## config.mk

```make
export PLATFORM = sky130hd
export DESIGN_NAME = registro_serializador
export DESIGN_NICKNAME = d
export VERILOG_FILES = /design/src/rtl/registro_serializador.sv
export SDC_FILE = /design/constraint.sdc
export NUM_CORES = 1
export LEC_CHECK = 0
export ABC_AREA = 1
export BUFFER_PORTS_ARGS = -buffer_cell sky130_fd_sc_hd__buf_2
export CORE_MARGIN = 5
export CORE_UTILIZATION = 35
export CTS_CLUSTER_SIZE = 16
export DETAILED_ROUTE_END_ITERATION = 12
export PLACE_DENSITY = 0.62
export SLEW_MARGIN = 40
export SYNTH_ARGS = -nofsm -noshare
export SYNTH_HDL_FRONTEND = slang
export SYNTH_SLANG_ARGS = --single-unit
```

## constraint.sdc

```tcl
create_clock -name CLK -period 3.34 [get_ports CLK]
set_input_delay 0 -clock CLK [delete_from_list [all_inputs] [get_ports CLK]]
set_output_delay 0 -clock CLK [all_outputs]
set_load 0.1 [all_outputs]
```

## src/rtl/registro_serializador.sv

```systemverilog
// MSB-first parallel-to-serial transmitter with load handshake and DIV-cycle bit period.
// Optional even-parity bit enabled by defining REGISTRO_SERIALIZADOR_PARIDAD_EN.
module registro_serializador #(
    parameter int REGISTRO_WIDTH = 4,
    parameter int DIV            = 1
) (
    input  logic                      CLK,
    input  logic                      RST,
    input  logic [REGISTRO_WIDTH-1:0] D,
    input  logic                      EN,
    output logic                      LISTO,
    output logic                      SER,
    output logic                      SER_VAL,
    output logic                      FRAME,
    output logic                      FIN
);

    localparam int PW = (DIV > 1) ? $clog2(DIV) : 1;
    localparam int CW = $clog2(REGISTRO_WIDTH);
    localparam logic [PW-1:0] PRESC_LAST = PW'(DIV - 1);
    localparam logic [CW-1:0] BIT_FIRST  = CW'(REGISTRO_WIDTH - 1);

    typedef enum logic [1:0] {
        IDLE,
        SHIFT,
`ifdef REGISTRO_SERIALIZADOR_PARIDAD_EN
        PARIDAD,
`endif
        DONE
    } state_t;

    state_t                    state;
    // SER holds the bit on the line; shreg holds the bits still queued behind it.
    logic [REGISTRO_WIDTH-2:0] shreg;
    logic [PW-1:0]             presc;
    logic [CW-1:0]             bcnt;
`ifdef REGISTRO_SERIALIZADOR_PARIDAD_EN
    logic                      par;
`endif

    always_ff @(posedge CLK) begin
        if (!RST) begin
            state   <= IDLE;
            shreg   <= '0;
            presc   <= '0;
            bcnt    <= '0;
            LISTO   <= 1'b1;
            SER     <= 1'b1;
            SER_VAL <= 1'b0;
            FRAME   <= 1'b0;
            FIN     <= 1'b0;
`ifdef REGISTRO_SERIALIZADOR_PARIDAD_EN
            par     <= 1'b0;
`endif
        end else begin
            case (state)
                IDLE: begin
                    LISTO   <= 1'b1;
                    SER     <= 1'b1;
                    SER_VAL <= 1'b0;
                    FRAME   <= 1'b0;
                    FIN     <= 1'b0;
                    if (EN) begin
                        state   <= SHIFT;
                        shreg   <= D[REGISTRO_WIDTH-2:0];
                        bcnt    <= BIT_FIRST;
                        presc   <= '0;
                        SER     <= D[REGISTRO_WIDTH-1];
                        SER_VAL <= 1'b1;
                        FRAME   <= 1'b1;
                        LISTO   <= 1'b0;
`ifdef REGISTRO_SERIALIZADOR_PARIDAD_EN
                        par     <= ^D;
`endif
                    end
                end

                SHIFT: begin
                    if (presc == PRESC_LAST) begin
                        presc <= '0;
                        FRAME <= 1'b0;
                        if (bcnt == '0) begin
`ifdef REGISTRO_SERIALIZADOR_PARIDAD_EN
                            state <= PARIDAD;
                            SER   <= par;
`else
                            state   <= DONE;
                            SER     <= 1'b1;
                            SER_VAL <= 1'b0;
                            FIN     <= 1'b1;
`endif
                        end else begin
                            SER   <= shreg[REGISTRO_WIDTH-2];
                            shreg <= shreg << 1;
                            bcnt  <= bcnt - 1'b1;
                        end
                    end else begin
                        presc <= presc + 1'b1;
                    end
                end

`ifdef REGISTRO_SERIALIZADOR_PARIDAD_EN
                PARIDAD: begin
                    if (presc == PRESC_LAST) begin
                        presc   <= '0;
                        state   <= DONE;
                        SER     <= 1'b1;
                        SER_VAL <= 1'b0;
                        FIN     <= 1'b1;
                    end else begin
                        presc <= presc + 1'b1;
                    end
                end
`endif

                DONE: begin
                    state <= IDLE;
                    FIN   <= 1'b0;
                    LISTO <= 1'b1;
                end

                default: begin
                    state   <= IDLE;
                    LISTO   <= 1'b1;
                    SER     <= 1'b1;
                    SER_VAL <= 1'b0;
                    FRAME   <= 1'b0;
                    FIN     <= 1'b0;
                end
            endcase
        end
    end

endmodule

```

==> impl_metrics.ini, run 1 <==
[place]
place_area_um2 = 614.3
gp_congestion = 0.7608
dp_cells = 105
numPortBuffers = 11
place_hpwl_um = 854
dp_worst_setup_slack_ps = 2162

[final_layout]
multi_input_area_um2 = 254.0
seqCellArea_um2 = 240.2
post-route-util = 0.4294
fillers = 183
layoutNonFillerInstCount = 109
drive_above_1_share = 0.2151
fin_nets = 103
area_growth_pct = 16.44
final_common_cell = nand2_1
final_cell_mix = 18 x nand2_1, 13 x nor2_1, 12 x dfxtp_1
fin_area_um2 = 646.9
n_antenna_cell = 0

[timing]
rsz0062_at_grt = no
final_hold_viol_count = 0
clock_skew_ps = 3.262
finalSetupTns_ps = 0
maxSlewViolCount = 0
setup_violations = 0
max_freq_ghz = 0.8463
finalCriticalPeriod_ps = 1182
period_share = 0.3538
whs_ps = 16.72
slew_headroom = 0.6781
worst_pin_slew_ps = 486.1
layout_setup_ws_ps = 2158

[critical_path]
critPathKind = flop to flop
end_kind = flop
arrival_ps = 1340
worst-r2r-cell-count = 6
critical_path_required_ps = 3500
start_kind = flop
critPathMaxFanout = 5

[global_route]
grt.total_usage = 0.09969
grt_overflow_total = 0
grt_max_degree = 11
grt_first_pass_wirelength_um = 1869
grt_pass1_vias = 457
antenna_found_initial = 0

[synthesis]
yosysSeqAreaShare = 0.4324
postSynthCellCount = 80
synth_top_area_cell = dfxtp_1
synth.top_cell.area_share = 0.4324
syn_nets = 88
synthTopCellsByArea = dfxtp_1 43%, nand2_1 12%, nand3_1 9.0%, nor2_1 8.8%, inv_1 7.4%
yosysWarnings = 0
ys_ff_latch = 12
yosysUniqueCellTypes = 17
synth_area_per_cell_um2 = 6.944
netlist_area_um2 = 555.5

[routing]
wire_per_inst_um = 10.04
dr.first_iter.drc_count = 9
route.detailed.drc = 0
ant_nets = 0
num_vias = 522
routed_wl_um = 1094
vias_per_cell = 4.789
firstDrtPassIters = 4

[power]
p_leak_nw = 0.3506
peakVddDrop_v = 0.0002712
power_mw = 0.3896
p_per_area_nw_per_um2 = 602.3

[run]
cap_violations = 0

[floorplan]
pin_count = 12
die_area_um2 = 2484
die_w_um = 49.84
rows = 14
coreArea_um2 = 1506
initial_core_util = 0.3688
die_y_um = 49.84

[cts]
cts_resized = 0
clock-root-buffer = clkbuf_4
clock_path_buffers = 2
clock_latency_ps = 270
cts_setup_buffers = 0
cts_tree = done
clk_pin_slew_ps = 70
clkSinkCount = 12
cts_made_buffers = 3
cts-htree-levels = 1
hold_buffers = 1

[min_path]
hold_path.class = primary input to flop
hold_depth = 3

[outcome]
status = completed
[power breakdown]
group          total [mW]  switching, mW  internal, mW  leakage (nW)
logic               0.130         0.0967        0.0333         0.238
clock network      0.0850         0.0433        0.0417        0.0138
registers           0.175         0.0132         0.161        0.0992
[state kept, by name, summed over array words and instances, names as in the netlist]
name and flops:
LISTO 1, SER 1, bcnt 2, FRAME 1
SER_VAL 1, shreg 3, FIN 1, state 2
[layout make-up]
class                   count  area share
multi-input cells          54      0.3927
flip-flops and latches     12      0.3714
well taps                  16     0.03095
inverters                  12     0.06963
repair buffers             12      0.1006
clock buffers               3     0.03482
[per-layer routing]
metal	wire, um	track usage	up-vias	part of all wire
met5	0	0	-	0
met4	42	0.09170	0	0.038
met3	53	0.03313	4	0.048
met2	489	0.1483	12	0.45
met1	509	0.1091	230	0.47
li1	-	-	276	-
[path summary, 6_finish.rpt]
kind         startpoint     to  slack [ps]
max             bcnt[0]    SER        2160
min                D[3]    SER          20
max reg2reg     bcnt[0]    SER        2160
min reg2reg       LISTO  LISTO         480
[cells in the mapped netlist, drive strengths merged]
| master | instances |
|---|---|
| ha | 1 |
| o21bai | 1 |
| nand2 | 20 |
| dfxtp | 12 |
| inv | 12 |
| nand3 | 11 |
| nand4 | 2 |
| a21oi | 2 |
| nor2 | 15 |
| o21ai | 2 |
| buf | 2 |
[worst max-delay path, stage by stage, from the launching register on]
cell      delay (ps)
dfxtp_1          330
inv_1             60
ha_1             220
inv_1            130
nand3_2          140
nor2_1           120
o21bai_1          70
[cells by family after synthesis]
logic type      Yosys count  share of synthesized area
flops                    12                     0.4324
fa+ha+maj                 1                    0.02252
compound gates            5                    0.04954
simple gates             48                     0.3851
buf+inv                  14                     0.1103
Power figures use the tool's default switching activity.
==> run 2: changes to the inputs <==
Settings changed: ABC_AREA 1 to 0.
Clock period 3.34 ns to 1.1 ns, I/O delays scaled along.
==> impl_metrics.ini, run 2 <==
[outcome]
status = finished, violations left
violations = negative setup slack

[power]
p_int_mw = 0.7864
p_per_area_nw_per_um2 = 1522
power_frac_comb = 0.342
power_mw = 1.188
p_leak_nw = 0.3552
p_seq_frac = 0.433
clkPwrFrac = 0.225
peakVddDrop_v = 0.0008325
p_sw_frac = 0.3382
p_sw_mw = 0.4018

[cts]
cts_tree = done
clock-root-buffer = clkbuf_4
cts-htree-levels = 1
clk_pin_slew_ps = 70
clock_latency_ps = 270
clock_path_buffers = 2
hold_buffers = 0
cts_made_buffers = 3
clkSinkCount = 12

[final_layout]
reg_top3 = shreg (3), bcnt (2), state (2)
n_antenna_cell = 0
fin_area_um2 = 780.7
post-route-util = 0.5065
fin_nets = 90
final_common_cell = buf_2
top_register = shreg
largest_reg_flops = 3
drive_above_1_share = 0.5625
layoutNonFillerInstCount = 96
final_cell_mix = 11 x buf_2, 9 x dfxtp_2, 9 x buf_4
area_growth_pct = 34.77

[routing]
route.detailed.drc = 0
wl_met3_um = 80
dr_wl_met2_um = 466
num_vias = 494
routed_wl_um = 1227
firstDrtPassIters = 2
vias_per_cell = 5.146
met1Wirelength_um = 644
dr.first_iter.drc_count = 3
wire_per_inst_um = 12.78
top_layer = met4
ant_nets = 0

[global_route]
grt_max_degree = 13
grt_first_pass_wirelength_um = 2035
antenna_found_initial = 0
grt_pass1_vias = 453
grt_overflow_total = 0
grt.total_usage = 0.1063

[critical_path]
worst-r2r-cell-count = 5
slowest_stage = dfxtp_2
critical_path_required_ps = 1290
endpoint = shreg[1]
slowest_delay_ps = 330
r2r-end = shreg[1]
critPathKind = flop to flop
startpoint = bcnt[0]
crit_chain = inv_2 -> ha_4 -> nand2b_4 -> a21o_1 -> a211oi_1
start_kind = flop
critPathMaxFanout = 6
reg2reg_from = bcnt[0]
rrSetupSlack_ps = -40
arrival_ps = 1330
end_kind = flop

[timing]
max_freq_ghz = 0.8794
layout_setup_ws_ps = -37.15
setup_violations = 4
period_share = 1.034
worst_pin_slew_ps = 486.1
final_hold_viol_count = 0
finalCriticalPeriod_ps = 1137
clock_skew_ps = 3.041
slew_headroom = 0.6781
rsz0062_at_grt = yes
maxSlewViolCount = 0

[place]
place_hpwl_um = 871.8
place_area_um2 = 720.7
gp_congestion = 0.7263
dp_cells = 92
numPortBuffers = 11

[synthesis]
syn_nets = 69
synthTopCellsByArea = dfxtp_1 41%, mux2_2 3.9%, nand3b_1 3.9%, nor3b_1 3.9%, a21oi_1 3.5%
postSynthCellCount = 61
yosysWarnings = 0
synth_top_area_cell = dfxtp_1
synth_edf_count = 0
netlist_area_um2 = 579.3
synth_commonest_cells = 12 x dfxtp_1, 5 x inv_1, 4 x a21oi_1
yosysUniqueCellTypes = 27
ys_ff_latch = 12
ys.flop_type = dfxtp_1
synth_area_per_cell_um2 = 9.497
synth.most_common_cell = dfxtp_1
yosysSeqAreaShare = 0.4147
synthArstFlopShare = 0
synth.top_cell.area_share = 0.4147

[floorplan]
coreArea_um2 = 1541
rows = 14
initial_core_util = 0.3758
die_area_um2 = 2569
die_w_um = 50.69
pin_count = 12
die_y_um = 50.69

[run]
cap_violations = 0

[min_path]
hp-start = RST
hold_path.class = primary input to flop
run 2: what timing repair did:
item,in CTS,in global routing
setup endpoints to repair,5,9
pin swaps,4,0
gates resized for setup,6,3
buffers inserted,1,0
run 2: through the flow:
| step | hold WS (ps) | TNS, ps | setup slack, ps |
|---|---|---|---|
| 2_1_floorplan | 127.6 | -159.7 | -79.83 |
| 3_3_place_gp | 300.3 | -123.0 | -55.05 |
| 3_5_place_dp | 310.4 | -162.9 | -67.03 |
| 4_1_cts | 32.05 | -247.9 | -47.84 |
| 5_1_grt | 30.49 | -504.5 | -98.79 |
| 6_report | 33.11 | -111.1 | -37.15 |
run 2: power groups by stage:
stage / Sequential [mW] / Clock (mW) / Combinational (mW)
2_1_floorplan: 0.618 / 0 / 0.182
3_3_place_gp: 0.520 / 0 / 0.365
3_5_place_dp: 0.522 / 0 / 0.369
4_1_cts: 0.512 / 0.275 / 0.405
5_1_grt: 0.520 / 0.306 / 0.435
6_report: 0.514 / 0.268 / 0.406
run 2: layout make-up:
cell class,count,area [um2]
tap,16,20.02
sequential,12,251.5
timing repair buffer,21,133.9
fill,149,760.7
clock buffer,3,22.52
multi-input combinational,39,334.1
inverter,5,18.77
run 2: worst min path at each step:
stage,end,slack [ps],depth (start not counted)
2_1_floorplan,shreg[1],130,2
3_3_place_gp,LISTO,300,2
4_1_cts,SER,30,2
6_report,SER,30,2
5_1_grt,LISTO,30,2
3_5_place_dp,LISTO,310,2
run 2: cells by family (layout without fill, tap and decap cells):
family          count (synthesis)  count (layout)  share of synthesized area
buf+inv                        10              29                    0.08422
flops                          12              12                     0.4147
compound gates                 18              18                     0.2290
mux                             2               2                    0.03887
fa+ha+maj                       1               1                    0.02159
simple gates                   18              18                     0.2117
run 2: critical path, delay by kind of cell (launching register included):
kind	cells	cell delay [ps]
AO/OA/AOI/OAI	2	380
flip-flops	1	330
adder cells (fa/ha/maj)	1	170
buffers and inverters	1	40
AND/OR/NAND/NOR	1	140
run 2: metal layers:
layer	vias to the layer above	global-route usage
met3	5	0.04142
met5	-	0
met2	11	0.1384
li1	258	-
met4	0	0.07660
met1	220	0.1388
==> run 3: changes to the inputs <==
Settings changed: CTS_CLUSTER_DIAMETER from default to 50.
Clock period 1.1 ns to 1.4 ns, I/O delays scaled along.
==> impl_metrics.ini, run 3 (synthesis gave the netlist of run 2 again) <==
[min_path]
holdPathEnd = LISTO
hold_depth = 2
hold_path.class = primary input to flop
hp-start = RST

[routing]
routed_wl_um = 1203
dr.first_iter.drc_count = 4
firstDrtPassIters = 3
wire_per_inst_um = 13.37
route.detailed.drc = 0
ant_nets = 0
num_vias = 472
vias_per_cell = 5.244

[timing]
setup_violations = 0
worst_pin_slew_ps = 486.3
finalCriticalPeriod_ps = 1297
maxSlewViolCount = 0
final_hold_viol_count = 0
whs_ps = 16.78
clock_skew_ps = 3.865
rsz0062_at_grt = no
finalSetupTns_ps = 0
period_share = 0.9267
max_freq_ghz = 0.7708
slew_headroom = 0.6781

[critical_path]
arrival_ps = 1500
end_kind = flop
r2r-end = shreg[2]
slowest_delay_ps = 350
critPathMaxFanout = 8
worst-r2r-cell-count = 5
rrSetupSlack_ps = 100
critical_path_required_ps = 1600
crit_chain = inv_1 -> ha_2 -> nand2b_1 -> a21o_1 -> a211oi_1
critPathBufInv = 1
start_kind = flop
critPathKind = flop to flop
slowest_stage = dfxtp_1
critPathTopFamily = compound AO/OA/AOI/OAI gates
reg2reg_from = bcnt[0]

[floorplan]
die_w_um = 50.69
pin_count = 12
initial_core_util = 0.3758
rows = 14
coreArea_um2 = 1541
die_y_um = 50.69
die_area_um2 = 2569

[final_layout]
reg_top3 = shreg (3), bcnt (2), state (2)
multi_input_area_um2 = 292.8
largest_reg_flops = 3
fin_area_um2 = 688.2
fillers = 168
final_cell_mix = 11 x buf_2, 10 x dfxtp_1, 5 x inv_1
n_antenna_cell = 0
final_common_cell = buf_2
fin_nets = 83
seqCellArea_um2 = 242.7
drive_above_1_share = 0.3378
layoutNonFillerInstCount = 90
area_growth_pct = 18.79
top_register = shreg

[cts]
clkSinkCount = 12
clk_pin_slew_ps = 80
cts_made_buffers = 3
clock_latency_ps = 280
clock-root-buffer = clkbuf_4
hold_buffers = 0
cts_tree = done
clock_path_buffers = 2
cts-htree-levels = 1

[place]
dp_cells = 86
numPortBuffers = 11
place_hpwl_um = 864.8
place_area_um2 = 649.4
gp_congestion = 0.6896

[power]
p_leak_nw = 0.3100
power_mw = 0.9346
p_per_area_nw_per_um2 = 1358
peakVddDrop_v = 0.0006572

[global_route]
antenna_found_initial = 0
grt_pass1_vias = 459
grt_max_degree = 13
grt_first_pass_wirelength_um = 2063
grt_overflow_total = 0
grt.total_usage = 0.1058

[run]
cap_violations = 0

[outcome]
status = completed
==> run 3: power by group <==
group	total (mW)	internal (mW)	switching, mW
Combinational	0.248	0.0889	0.159
Sequential	0.398	0.375	0.0229
Clock	0.289	0.158	0.130
Total	0.935	0.623	0.312
==> run 3: how the worst max path moves through the flow <==
stage / start / endpoint / slack [ps] / depth (start not counted)
after floorplan: SER / SER / 30 / 2
after global placement: bcnt[0] / shreg[1] / 120 / 5
after detailed placement: bcnt[0] / shreg[2] / 50 / 5
after CTS: bcnt[0] / shreg[2] / 10 / 5
after global routing: bcnt[0] / shreg[2] / 10 / 5
final: bcnt[0] / shreg[2] / 100 / 5
==> run 3: final cells by class <==
cell class                      count  share of cell area
Tap cell                           16             0.02909
Multi-Input combinational cell     39              0.4255
Sequential cell                    12              0.3527
Timing Repair Buffer               14              0.1127
Inverter                            5             0.02727
Clock buffer                        4             0.05273
==> run 3: metal layers <==
metal,share of wire,wire [um],track usage
met1,0.49,590,0.1285
met2,0.40,480,0.1488
met3,0.071,86,0.03254
met4,0.038,46,0.08936
met5,0,0,0
==> run 3: worst register-to-register path: stages, from the launching register on <==
cell,delay (ps)
dfxtp_1,350
inv_1,50
ha_2,230
nand2b_1,170
a21o_1,180
a211oi_1,230
==> run 3: what timing repair did <==
item / 4_1_cts / 5_1_grt
resized for setup: 0 / 1
endpoints found under the setup margin: 0 / 4
buffers inserted: 0 / 0
==> run 3: through the flow <==
stage	setup slack, ps	util
finish	102.6	0.4464
global route	12.80	0.4464
CTS	10.43	0.4448
detailed placement	47.53	0.4213
global placement	117.8	0.4213
floorplan	28.05	-
